File: src/rtl/pipeline_ctrl.sv
// Pipeline hazard controller: decodes per-stage stall requests into
// stall/bubble vectors and sequences exception/eret redirects as a
// fixed-length flush pulse. It also counts the cycles in which the pc stage was frozen.
module pipeline_ctrl #(
  parameter int NSTAGE    = 6,
  parameter int PC_W      = 32,
  parameter int FLUSH_CYC = 1,
  parameter int CNT_W     = 32
) (
  input  logic              clk,
  input  logic              resetn,
  input  logic [NSTAGE-1:0] stallreq,
  input  logic              excp_req,
  input  logic [PC_W-1:0]   excp_pc,
  input  logic              cnt_clr,
  output logic [NSTAGE-1:0] stall,
  output logic [NSTAGE-1:0] bubble,
  output logic              flush,
  output logic [PC_W-1:0]   new_pc,
  output logic              busy,
  output logic [CNT_W-1:0]  stall_cnt
);

  typedef enum logic {
    RUN   = 1'b0,
    FLUSH = 1'b1
  } state_t;

  // Counter load value: the flush spans FLUSH_CYC cycles, and the exit happens when fcnt reaches 0.
  localparam logic [3:0] FCNT_INIT = 4'(FLUSH_CYC - 1);

  state_t           state_reg, state_next;
  logic [3:0]       fcnt_reg, fcnt_next;
  logic             flush_reg, flush_next;
  logic             busy_reg, busy_next;
  logic [PC_W-1:0]  new_pc_reg, new_pc_next;
  logic [CNT_W-1:0] stall_cnt_reg, stall_cnt_next;

  // req_above[i]: some stage at i or deeper requests a stall, so stage i must
  // freeze. bubble_dec[i]: stage i-1 is the deepest requester, so stage i
  // gets a NOP while everything behind it holds.
  logic [NSTAGE-1:0] req_above;
  logic [NSTAGE-1:0] bubble_dec;
  logic              decode_en;

  genvar gi;
  generate
    for (gi = 0; gi < NSTAGE; gi++) begin : g_decode
      assign req_above[gi] = |stallreq[NSTAGE-1:gi];
      if (gi == 0) begin : g_b0
        assign bubble_dec[gi] = 1'b0;
      end else if (gi == NSTAGE - 1) begin : g_btop
        assign bubble_dec[gi] = stallreq[gi-1] & ~stallreq[gi];
      end else begin : g_bmid
        assign bubble_dec[gi] = stallreq[gi-1] & ~req_above[gi];
      end
    end
  endgenerate

  // Stall/bubble are only live in RUN and out of reset; the flush overrides them.
  always_comb begin
    stall     = '0;
    bubble    = '0;
    decode_en = resetn && (state_reg == RUN);
    if (decode_en) begin
      stall  = req_above;
      bubble = bubble_dec;
    end
  end

  // Next-state logic for the RUN/FLUSH sequencer and its registered outputs.
  always_comb begin
    state_next  = state_reg;
    fcnt_next   = fcnt_reg;
    flush_next  = flush_reg;
    busy_next   = busy_reg;
    new_pc_next = new_pc_reg;
    case (state_reg)
      RUN: begin
        if (excp_req) begin
          state_next  = FLUSH;
          fcnt_next   = FCNT_INIT;
          flush_next  = 1'b1;
          busy_next   = 1'b1;
          new_pc_next = excp_pc;
        end
      end
      FLUSH: begin
        // Redirect requests are ignored here, so back-to-back redirects
        // always see at least one RUN cycle with flush low.
        if (fcnt_reg == 4'd0) begin
          state_next = RUN;
          flush_next = 1'b0;
          busy_next  = 1'b0;
        end else begin
          fcnt_next = fcnt_reg - 4'd1;
        end
      end
      default: begin
        state_next = RUN;
      end
    endcase
  end

  // Stall-cycle counter: the clear wins over the increment, and the count wraps naturally.
  always_comb begin
    stall_cnt_next = stall_cnt_reg;
    if (cnt_clr) begin
      stall_cnt_next = '0;
    end else if (stall[0]) begin
      stall_cnt_next = stall_cnt_reg + CNT_W'(1);
    end
  end

  // State and output registers; reset aborts any flush in progress.
  always_ff @(posedge clk or negedge resetn) begin
    if (!resetn) begin
      state_reg     <= RUN;
      fcnt_reg      <= 4'd0;
      flush_reg     <= 1'b0;
      busy_reg      <= 1'b0;
      new_pc_reg    <= '0;
      stall_cnt_reg <= '0;
    end else begin
      state_reg     <= state_next;
      fcnt_reg      <= fcnt_next;
      flush_reg     <= flush_next;
      busy_reg      <= busy_next;
      new_pc_reg    <= new_pc_next;
      stall_cnt_reg <= stall_cnt_next;
    end
  end

  assign flush     = flush_reg;
  assign busy      = busy_reg;
  assign new_pc    = new_pc_reg;
  assign stall_cnt = stall_cnt_reg;

endmodule
File: config.mk
export PLATFORM = sky130hd
export DESIGN_NAME = pipeline_ctrl
export DESIGN_NICKNAME = d
export VERILOG_FILES = /design/src/rtl/pipeline_ctrl.sv
export SDC_FILE = /design/constraint.sdc
export NUM_CORES = 1
export LEC_CHECK = 0
export BUFFER_PORTS_ARGS = -buffer_cell sky130_fd_sc_hd__buf_2
export CAP_MARGIN = 20
export CELL_PAD_IN_SITES_DETAIL_PLACEMENT = 1
export CELL_PAD_IN_SITES_GLOBAL_PLACEMENT = 2
export CORE_MARGIN = 2
export CORE_UTILIZATION = 29
export DETAILED_ROUTE_END_ITERATION = 16
export PLACE_DENSITY_LB_ADDON = 0.3
export SYNTH_ARGS = -nofsm -noshare
export SYNTH_HDL_FRONTEND = slang
export SYNTH_SLANG_ARGS = --single-unit
File: constraint.sdc
create_clock -name clk -period 2.4 [get_ports clk]
set_clock_uncertainty 0.1 [all_clocks]
set_input_delay 0.24 -clock clk [delete_from_list [all_inputs] [get_ports clk]]
set_output_delay 0.24 -clock clk [all_outputs]
set_load 0.01 [all_outputs]
# [Word level (Yosys, flattened, before mapping)]
# Index checks and enable logic that the tools add are counted.
[word_totals] out_inout_bits=78 ff_bits=70
[classes] muxes=13 reduce_logical=11 addsub=2 n_eq_ne=3 n_bitwise=11
[ops] operator="32-bit 2-to-1 mux" n=2
[ops] operator="32-bit by 1-bit adder with 32-bit output (second input constant)" n=1
[ops] operator="6-bit 2-to-1 mux" n=2
[ops] operator="4-bit 2-to-1 mux" n=2
[ops] operator="4-bit case mux with 2 select lines" n=1
[ops] operator="1-bit NOT" n=6
[ops] operator="2-bit AND reduction" n=3
[ops] operator="6-bit OR reduction" n=1
[ops] operator="1-bit AND" n=5
[ops] operator="5-bit OR reduction" n=1
[ops] operator="4-bit zero test" n=1
[ops] operator="1-bit 2-to-1 mux" n=4
[ops] operator="2-bit != test (second input constant)" n=2
[ops] operator="1-bit case mux with 2 select lines" n=2
[ops] operator="4-bit OR reduction" n=1
[ops] operator="4-bit by 1-bit subtractor with 4-bit output (second input constant)" n=1
[ops] operator="3-bit OR reduction" n=1
[ops] operator="2-bit by 1-bit != test with 1-bit output (second input constant)" n=1
[ops] operator="2-bit nonzero test" n=1
[ops] operator="2-bit OR reduction" n=1
[ops] operator="1-bit logical AND" n=1

# [Longest topological paths before layout]
# Gate-level depths: netlist (run 1).
[logic_depth] depth_word=5 ltp_mapped=7 depth_no_buf=6

# [Worst setup path after synthesis (run 1)]
# OpenSTA, ideal clock, no wires.
[synth_timing] path_type="flip-flop to flip-flop" startpoint="register stall_cnt_reg[0], in the netlist stall_cnt[0]" endpoint="register stall_cnt_reg[16], in the netlist stall_cnt[16]" setup_time_ps=78 setup_slack_ps=278 required_ps=2222 path_stages_with_launch=6 t_arrival_ps=1944 path_buffers=0 path_cell_list="dfrtp_1 ha_1 nand3_1 a2111oi_4 or4b_2 a21oi_1"
[synth_between] elab_chain_cells=3
[synth_lines] item="start, declared" line="37" source="logic [CNT_W-1:0] stall_cnt_reg, stall_cnt_next;"
[synth_lines] item="start signal, assigned" line="130" source="stall_cnt_reg <= stall_cnt_next;"
[synth_lines] item="32-bit by 1-bit adder with 32-bit output" line="111" source="stall_cnt_next = stall_cnt_reg + CNT_W'(1);"
[synth_lines] item="32-bit 2-to-1 mux" line="110" source="end else if (stall[0]) begin"
[synth_lines] item="32-bit 2-to-1 mux" line="108" source="if (cnt_clr) begin"
# Every way passes these cells. The select of a mux whose other input is x is not followed.
# A chain may end at the register's enable or synchronous reset.

# [Worst setup path in the final report (run 1)]
[layout_timing] startpoint="input resetn" endpoint="output stall[0]"
[layout_between] elab_chain_cells=2
[layout_lines] item="start, declared" line="11" source="input logic resetn,"
[layout_lines] item="1-bit logical AND" line="64" source="decode_en = resetn && (state_reg == RUN);"
[layout_lines] item="6-bit 2-to-1 mux" line="65" source="if (decode_en) begin"
[layout_lines] item="end, declared" line="16" source="output logic [NSTAGE-1:0] stall,"
# Every way passes these cells.

==> metrics.md, run 1 <==
| Metric | Value |
|---|---|
| CP max FO | `5` |
| Num CTS Buffers | `9` |
| Ports | `120` |
| Internal power | `between 2000 and 3000 uW` |
| Chip width | `113.4 um` |
| Vias per inst | `4.939` |
| Largest area contributor in the netlist | `dfrtp_1` |
| Initial antenna violation count | `0` |
| Fillcell total | `1364` |
| H-tree depth | `3` |
| Root buffer cell | `clkbuf_16` |
| Final setup vio count | `0` |
| Static leakage | `around 0.0024 uW` |
| # DRC | `0` |
| Launch point of the critical path | `resetn` |
| Critical Path AT | `1.85 ns` |
| Fraction of layout cells with a size suffix above 1 | `0.3068` |
| Tot Pwr | `around 4300 uW` |
| Final #Nets | `just under 600` |
| Buf+Inv Stages, Crit Path | `4` |
| CP max stage cell | `dlygate4sd3_1` |
| Max Slew Vio Count | `0` |
| Rows | `39` |
| Largest net degree at the start of global routing | `59` |
| Worst path most repeated cell | `buf_2` |
| Placed cells | `636` |
| TNS Setup | `0 ns` |
| First-pass GRT wire length | `18.22 mm` |
| CP max stage delay | `0.52 ns` |
| HP Class | `in -> reg` |
| DRT Pass-1 Iters | `4` |
| Worst Hold Path EP | `new_pc[1]` |
| Logic pwr share | `0.290` |
| Flop pwr share | `0.394` |
| Inserted Diodes | `0` |
| Flops & latches, synth | `70` |
| Net Sw Frac | `0.3438` |
| Worst-path cell chain | `dlygate4sd3_1 > buf_2 > nor2b_1 > o21ai_0 > inv_1 > buf_2` |
| I/O Buffers | `between 100 and 150` |
| Synth Area per Inst | `9.015 um^2` |
| CTS tree | `done` |
| Startpoint types | `primary input` |
| Worst-Margin Slew | `just under 0.8 ns` |
| Hold Crit Depth | `3` |
| Yosys top cell area share | `0.5047` |
| WL/cell | `15.84 um` |
| CP delay by family, top | `buffers and inverters` |
| Final GP Congestion | `around 0.73` |
| Status | `finished, final reports clean` |
| Detailed Place HPWL | `approximately 7.4 mm` |
| Flop2flop setup slack | `0.27 ns` |
| VDD IR max | `about 0.44 mV` |
| Number of max-cap violations | `0` |
| Ys Warns | `0` |
| Critical Path Sink Type | `primary output` |
| Post-CTS Setup Bufs | `0` |
| Yosys cell types | `50` |
| Synth async-reset ratio | `1.000` |
| Slew headroom | `0.4860` |
| Clock Power Share | `0.316` |
| PD cells | `882.2 nW/um^2` |
| Core ar. | `11560 um^2` |
| 1st-iter DRT viols | `105` |
| CTS clk-pin slew, worst paths | `roughly 0.060 ns` |
| Post-Syn Nets | `430` |
| Overall routing resource usage | `0.1772` |
| CP Class | `in -> out` |
| Filler-free cell count of the finished design | `684` |
| CP Depth | `6` |
| Worst R2R End | `stall_cnt[28]` |
| Hold_buf cts | `32` |
| Clock Latency Late Sink | `0.34 ns` |
| Congestion Overflow GR | `0` |
| Main flop type after synthesis | `dfrtp_1` |
| Via Count | `3378` |
| Area growth, synth to finish | `39.73%` |
| Worst r2r src | `stall_cnt[7]` |
| Drt total wl | `between 10 and 15 mm` |
| Post-route ant nets | `0` |
| Worst EP required | `just over 2 ns` |
| Reg2Reg Depth | `4` |
| Fmax | `between 400 and 500 MHz` |
| Syn Std Cell Area | `3471 um^2` |
| RSZ-0062 raised after global routing | `no` |
| Post-Syn Instances | `385` |
| Fin. Hold Viols | `0` |
| Total die area | `about 13000 um^2` |
| Psw | `1471 uW` |
| Clock sinks | `70` |
| Initial Util | `0.3001` |
| Max clock buf depth | `2` |
| Hold wc startpoint | `excp_pc[1]` |
| Sequential area share after synthesis | `0.5047` |
| Final worst-path cycle share | `0.9134` |
| Minimum clock period | `2.192 ns` |
| Die Ht | `113.4 um` |
| Count of cells resized by post-cts repair | `0` |
| Ranking of synthesized cells by area | `dfrtp_1 (50%), nand2_1 (12%), a21oi_1 (2.7%)` |
| EDFF count, synth | `0` |
| Vias in the first global route | `3606` |
tightest hold or removal path: stages:
cell and delay [ns]:
buf_2 0.08, nand2_1 0.05, nand2_1 0.05
cell families after synthesis:
logic type / count (synthesis) / share of synthesized area
multiplexers: 8 / 0.02560
flip-flops: 70 / 0.5047
adder cells (fa/ha/maj): 3 / 0.01082
AO/OA/AOI/OAI: 49 / 0.09769
other: 1 / 0.001080
buffers and inverters: 29 / 0.03677
AND/OR/NAND/NOR: 217 / 0.3032
XOR/XNOR: 8 / 0.02019
Yosys cell counts, drive strengths merged, types with 2 or more instances:
| master | number |
|---|---|
| nand2 | 110 |
| dfrtp | 70 |
| nor2 | 23 |
| a21oi | 19 |
| clkbuf | 15 |
| nand3 | 15 |
| or4 | 11 |
| o31ai | 10 |
| nor2b | 9 |
| and3 | 7 |
| buf | 7 |
| inv | 7 |
| mux2 | 7 |
| nand4 | 7 |
| o21ai | 7 |
| or3 | 7 |
| and4 | 6 |
| nor3 | 5 |
| nor4 | 5 |
| xnor2 | 5 |
| and2 | 3 |
| ha | 3 |
| xor2 | 3 |
| a2111oi | 2 |
| a211oi | 2 |
| nand2b | 2 |
| nand3b | 2 |
| o2111ai | 2 |
| o211ai | 2 |
routing by layer:
metal / wire [um] / vias up / global-route usage
li1: - / 1628 / -
met1: 4621 / 1641 / 0.2153
met2: 5252 / 97 / 0.2946
met3: 803 / 12 / 0.06004
met4: 155 / 0 / 0.06260
met5: 0 / - / 0
how the worst max path moves through the flow:
stage / endpoint
6_report: stall[0]
4_1_cts: stall[0]
5_1_grt: stall_cnt[27]
3_3_place_gp: stall_cnt[30]
3_5_place_dp: stall_cnt[30]
2_1_floorplan: stall_cnt[16]
power by group through the flow:
stage               Combinational [uW]  Clock, uW  Sequential [uW]
floorplan                          552          0             1810
global placement                  1190          0             1680
detailed placement                1220          0             1700
CTS                               1260       1400             1690
global route                      1410       1450             1740
finish                            1240       1350             1690
final cells by class:
| type | count | area, um^2 | share of cell area |
|---|---|---|---|
| Clock buffer | 9 | 225.2 | 0.04644 |
| Multi-Input combinational cell | 286 | 1594 | 0.3287 |
| Tap cell | 143 | 178.9 | 0.03689 |
| Timing Repair Buffer | 162 | 1001 | 0.2064 |
| Inverter | 7 | 26.28 | 0.005418 |
| Sequential cell | 70 | 1752 | 0.3612 |
| Clock inverter | 7 | 72.57 | 0.01496 |
cell usage in the layout (no fill, tap or decap), types with 8 or more instances in the layout:
cell           netlist  routed
a21oi_1             19      19
buf_2                3     118
buf_4                2      12
clkbuf_16            0       9
dfrtp_1             70      70
dlygate4sd3_1        0      32
nand2_1            110     110
nand3_1             14      14
nor2_1              23      23
nor2b_1              9       8
o31ai_1             10      10
or4_1               10      10
per-stage QoR:
stage	hold slack, ns	setup slack, ns	utilization	cell area [um^2]
2_1_floorplan	-0.1556	0.2782	-	3471
3_3_place_gp	0.1819	0.3095	0.3659	4232
3_5_place_dp	0.1786	0.2842	0.3659	4232
4_1_cts	0.00001141	0.1968	0.4193	4850
5_1_grt	0.01784	0.06484	0.4193	4850
6_report	0.009753	0.2079	0.4193	4850
Power figures use the tool's default switching activity.
==> run 2: changes to the inputs <==
==> constraint.sdc (replaced) <==
create_clock -name clk -period 2.4 [get_ports clk]
set_clock_uncertainty 0.1 [all_clocks]
set_input_delay 0.72 -clock clk [delete_from_list [all_inputs] [get_ports clk]]
set_output_delay 0.72 -clock clk [all_outputs]
set_load 0.01 [all_outputs]
==> metrics.md, run 2 (synthesis gave the netlist of run 1 again) <==
| Metric | Value |
|---|---|
| Setup ws final | `-0.04324 ns (-0.2511 ns)` |
| Congestion Overflow GR | `0 (unchanged)` |
| Vias in the first global route | `3628 (+0.61%)` |
| Hold Crit Depth | `2 (-1)` |
| First-pass GRT wire length | `17.71 mm (-2.8%)` |
| Flop pwr share | `0.378 (-0.016)` |
| Most frequent cells in the layout | `buf_2 (115), nand2_1 (110), dfrtp_1 (70)` |
| Placed instance area | `4428 um^2 (+4.6%)` |
| Vias per inst | `4.978 (+0.80%)` |
| Rows | `39 (unchanged)` |
| Chip width | `113.4 um (unchanged)` |
| Drt total wl | `10.66 mm (-1.6%)` |
| Largest net degree at the start of global routing | `37 (-37%)` |
| Startpoint types | `primary input` |
| Worst R2R End | `stall_cnt[31]` |
| PD cells | `923.1 nW/um^2 (+4.6%)` |
| Violated checks | `setup timing` |
| Via Count | `3375 (-0.089%)` |
| Detailed Place HPWL | `7.654 mm (+3.3%)` |
| Worst-Margin Slew | `0.5374 ns (-0.2336 ns)` |
| Inserted Diodes | `0 (unchanged)` |
| I/O Buffers | `118 (unchanged)` |
| Design area | `4870 um^2 (+0.41%)` |
| HP Class | `reg -> reg` |
| Ports | `120 (unchanged)` |
| Critical Path Sink Type | `primary output` |
| Net Sw Frac | `0.3246 (-0.01919)` |
| Max clock buf depth | `2 (unchanged)` |
| Fillcell total | `1364 (unchanged)` |
| Fraction of layout cells with a size suffix above 1 | `0.3776 (+0.07073)` |
| CP max FO | `4 (-1)` |
| Minimum clock period | `2.443 ns (+0.2511 ns)` |
| H-tree depth | `3 (unchanged)` |
| Final worst-path cycle share | `1.018 (+0.1046)` |
| FF+latch area | `1752 um^2 (unchanged)` |
| Total die area | `12860 um^2 (unchanged)` |
| Initial antenna violation count | `0 (unchanged)` |
| Number of max-cap violations | `0 (unchanged)` |
| CTS clk-pin slew, worst paths | `0.05 ns (about the same)` |
| Clock sinks | `70 (unchanged)` |
| CTS tree | `done` |
| Core ar. | `11560 um^2 (unchanged)` |
| # DRC | `0 (unchanged)` |
| Overall routing resource usage | `0.1715 (-0.005727)` |
| Hold wc startpoint | `new_pc[24]` |
| Clock Latency Late Sink | `0.34 ns (about the same)` |
| Area occupied by multi-input gates | `1652 um^2 (+3.6%)` |
| Initial Util | `0.3001 (unchanged)` |
| CP Class | `in -> out` |
| Final setup vio count | `4 (+4)` |
| Max Slew Vio Count | `0 (unchanged)` |
| WL/cell | `15.72 um (-0.74%)` |
| Flop2flop setup slack | `0.21 ns (-0.06 ns)` |
| DRT Pass-1 Iters | `4 (unchanged)` |
| Die Ht | `113.4 um (unchanged)` |
| Worst Hold Path EP | `new_pc[24]` |
| Worst r2r src | `stall_cnt[20]` |
| VDD IR max | `0.4598 mV (+3.4%)` |
| Final #Nets | `575 (-1.0%)` |
| Fin. Hold Viols | `0 (unchanged)` |
| Reg2Reg Depth | `4 (unchanged)` |
| Critical Path AT | `1.62 ns (-0.23 ns)` |
| Clock Power Share | `0.340 (+0.024)` |
| 1st-iter DRT viols | `117 (+11%)` |
| Status | `complete, but fails checks` |
| Worst EP required | `1.58 ns (-0.48 ns)` |
| Root buffer cell | `clkbuf_16` |
| RSZ-0062 raised after global routing | `yes` |
| Hold_buf cts | `0 (-100%)` |
| Slew headroom | `0.6325 (+0.1465)` |
| Commonest non-fill, non-tap cell in the layout | `buf_2` |
| Area growth, synth to finish | `40.30%` |
| Psw | `1459 uW (-0.79%)` |
| Post-route ant nets | `0 (unchanged)` |
| Static leakage | `0.002469 uW (+2.0%)` |
| Fmax | `409.3 MHz (-10%)` |
| Internal power | `3036 uW (+8.1%)` |
| TNS Setup | `-0.1252 ns (-0.1252 ns)` |
| Final GP Congestion | `0.7771 (+6.1%)` |
| Logic pwr share | `0.282 (-0.008)` |
| Num CTS Buffers | `9 (unchanged)` |
[run 2: cell types whose count changed in the layout (fill, tap and decap cells not counted), moves of 3 or more]
cell           before  now
buf_6               0    4
buf_2             118  115
dlygate4sd3_1      32    0
buf_4              12   35
[run 2: repair_timing]
action | in CTS | in global routing
setup endpoints to repair | 6 | 5
buffers inserted | 2 | 3
gates resized for setup | 13 | 3
pin swaps | 2 | 1
[run 2: per-layer routing]
layer,wire length (um),GRT usage,up-vias
met2,5271,0.2882,84
met1,4606,0.2086,1662
met5,0,0,-
met4,168,0.07236,0
li1,-,-,1616
met3,611,0.04570,13
[run 2: worst max-delay path by stage]
stage                           start        end  slack [ns]  cells past startpoint
after global routing      stallreq[5]  bubble[2]       -0.09                      5
after global placement    stallreq[5]   stall[0]       -0.14                      5
after floorplan           stallreq[5]   stall[0]       -0.04                      4
after CTS                 stallreq[5]  bubble[2]       -0.04                      5
after detailed placement  stallreq[5]  bubble[1]       -0.12                      5
final                     stallreq[5]  bubble[2]       -0.04                      5
[run 2: area by class of cell]
class,count,area share
Inverter,7,0.005396
Clock inverter,7,0.02312
Tap cell,143,0.03674
Sequential cell,70,0.3597
Clock buffer,9,0.04625
Timing Repair Buffer,156,0.1896
Multi-Input combinational cell,286,0.3392
[run 2: power groups by stage]
stage | Clock (uW) | Sequential (uW) | Combinational (uW)
6_report | 1530 | 1700 | 1270
5_1_grt | 1620 | 1740 | 1440
4_1_cts | 1580 | 1710 | 1280
3_5_place_dp | 0 | 1720 | 1260
3_3_place_gp | 0 | 1700 | 1210
2_1_floorplan | 0 | 1810 | 554
[run 2: stage by stage]
step                setup WS (ns)  cells  hold slack, ns  utilization  total power [uW]
floorplan                -0.03618    385          0.3244            -              2366
global placement          -0.1401    658          0.3516       0.3829              2910
detailed placement        -0.1219    658          0.3596       0.3829              2973
CTS                      -0.04344    675          0.3717       0.4177              4566
global route             -0.08969    678          0.4060       0.4211              4810
finish                   -0.04324    678          0.3695       0.4211              4495
[run 2: critical path, cell delays in order]
cell	delay, ns
buf_6	0.09
or3_4	0.40
buf_6	0.14
nor4_2	0.11
buf_2	0.16
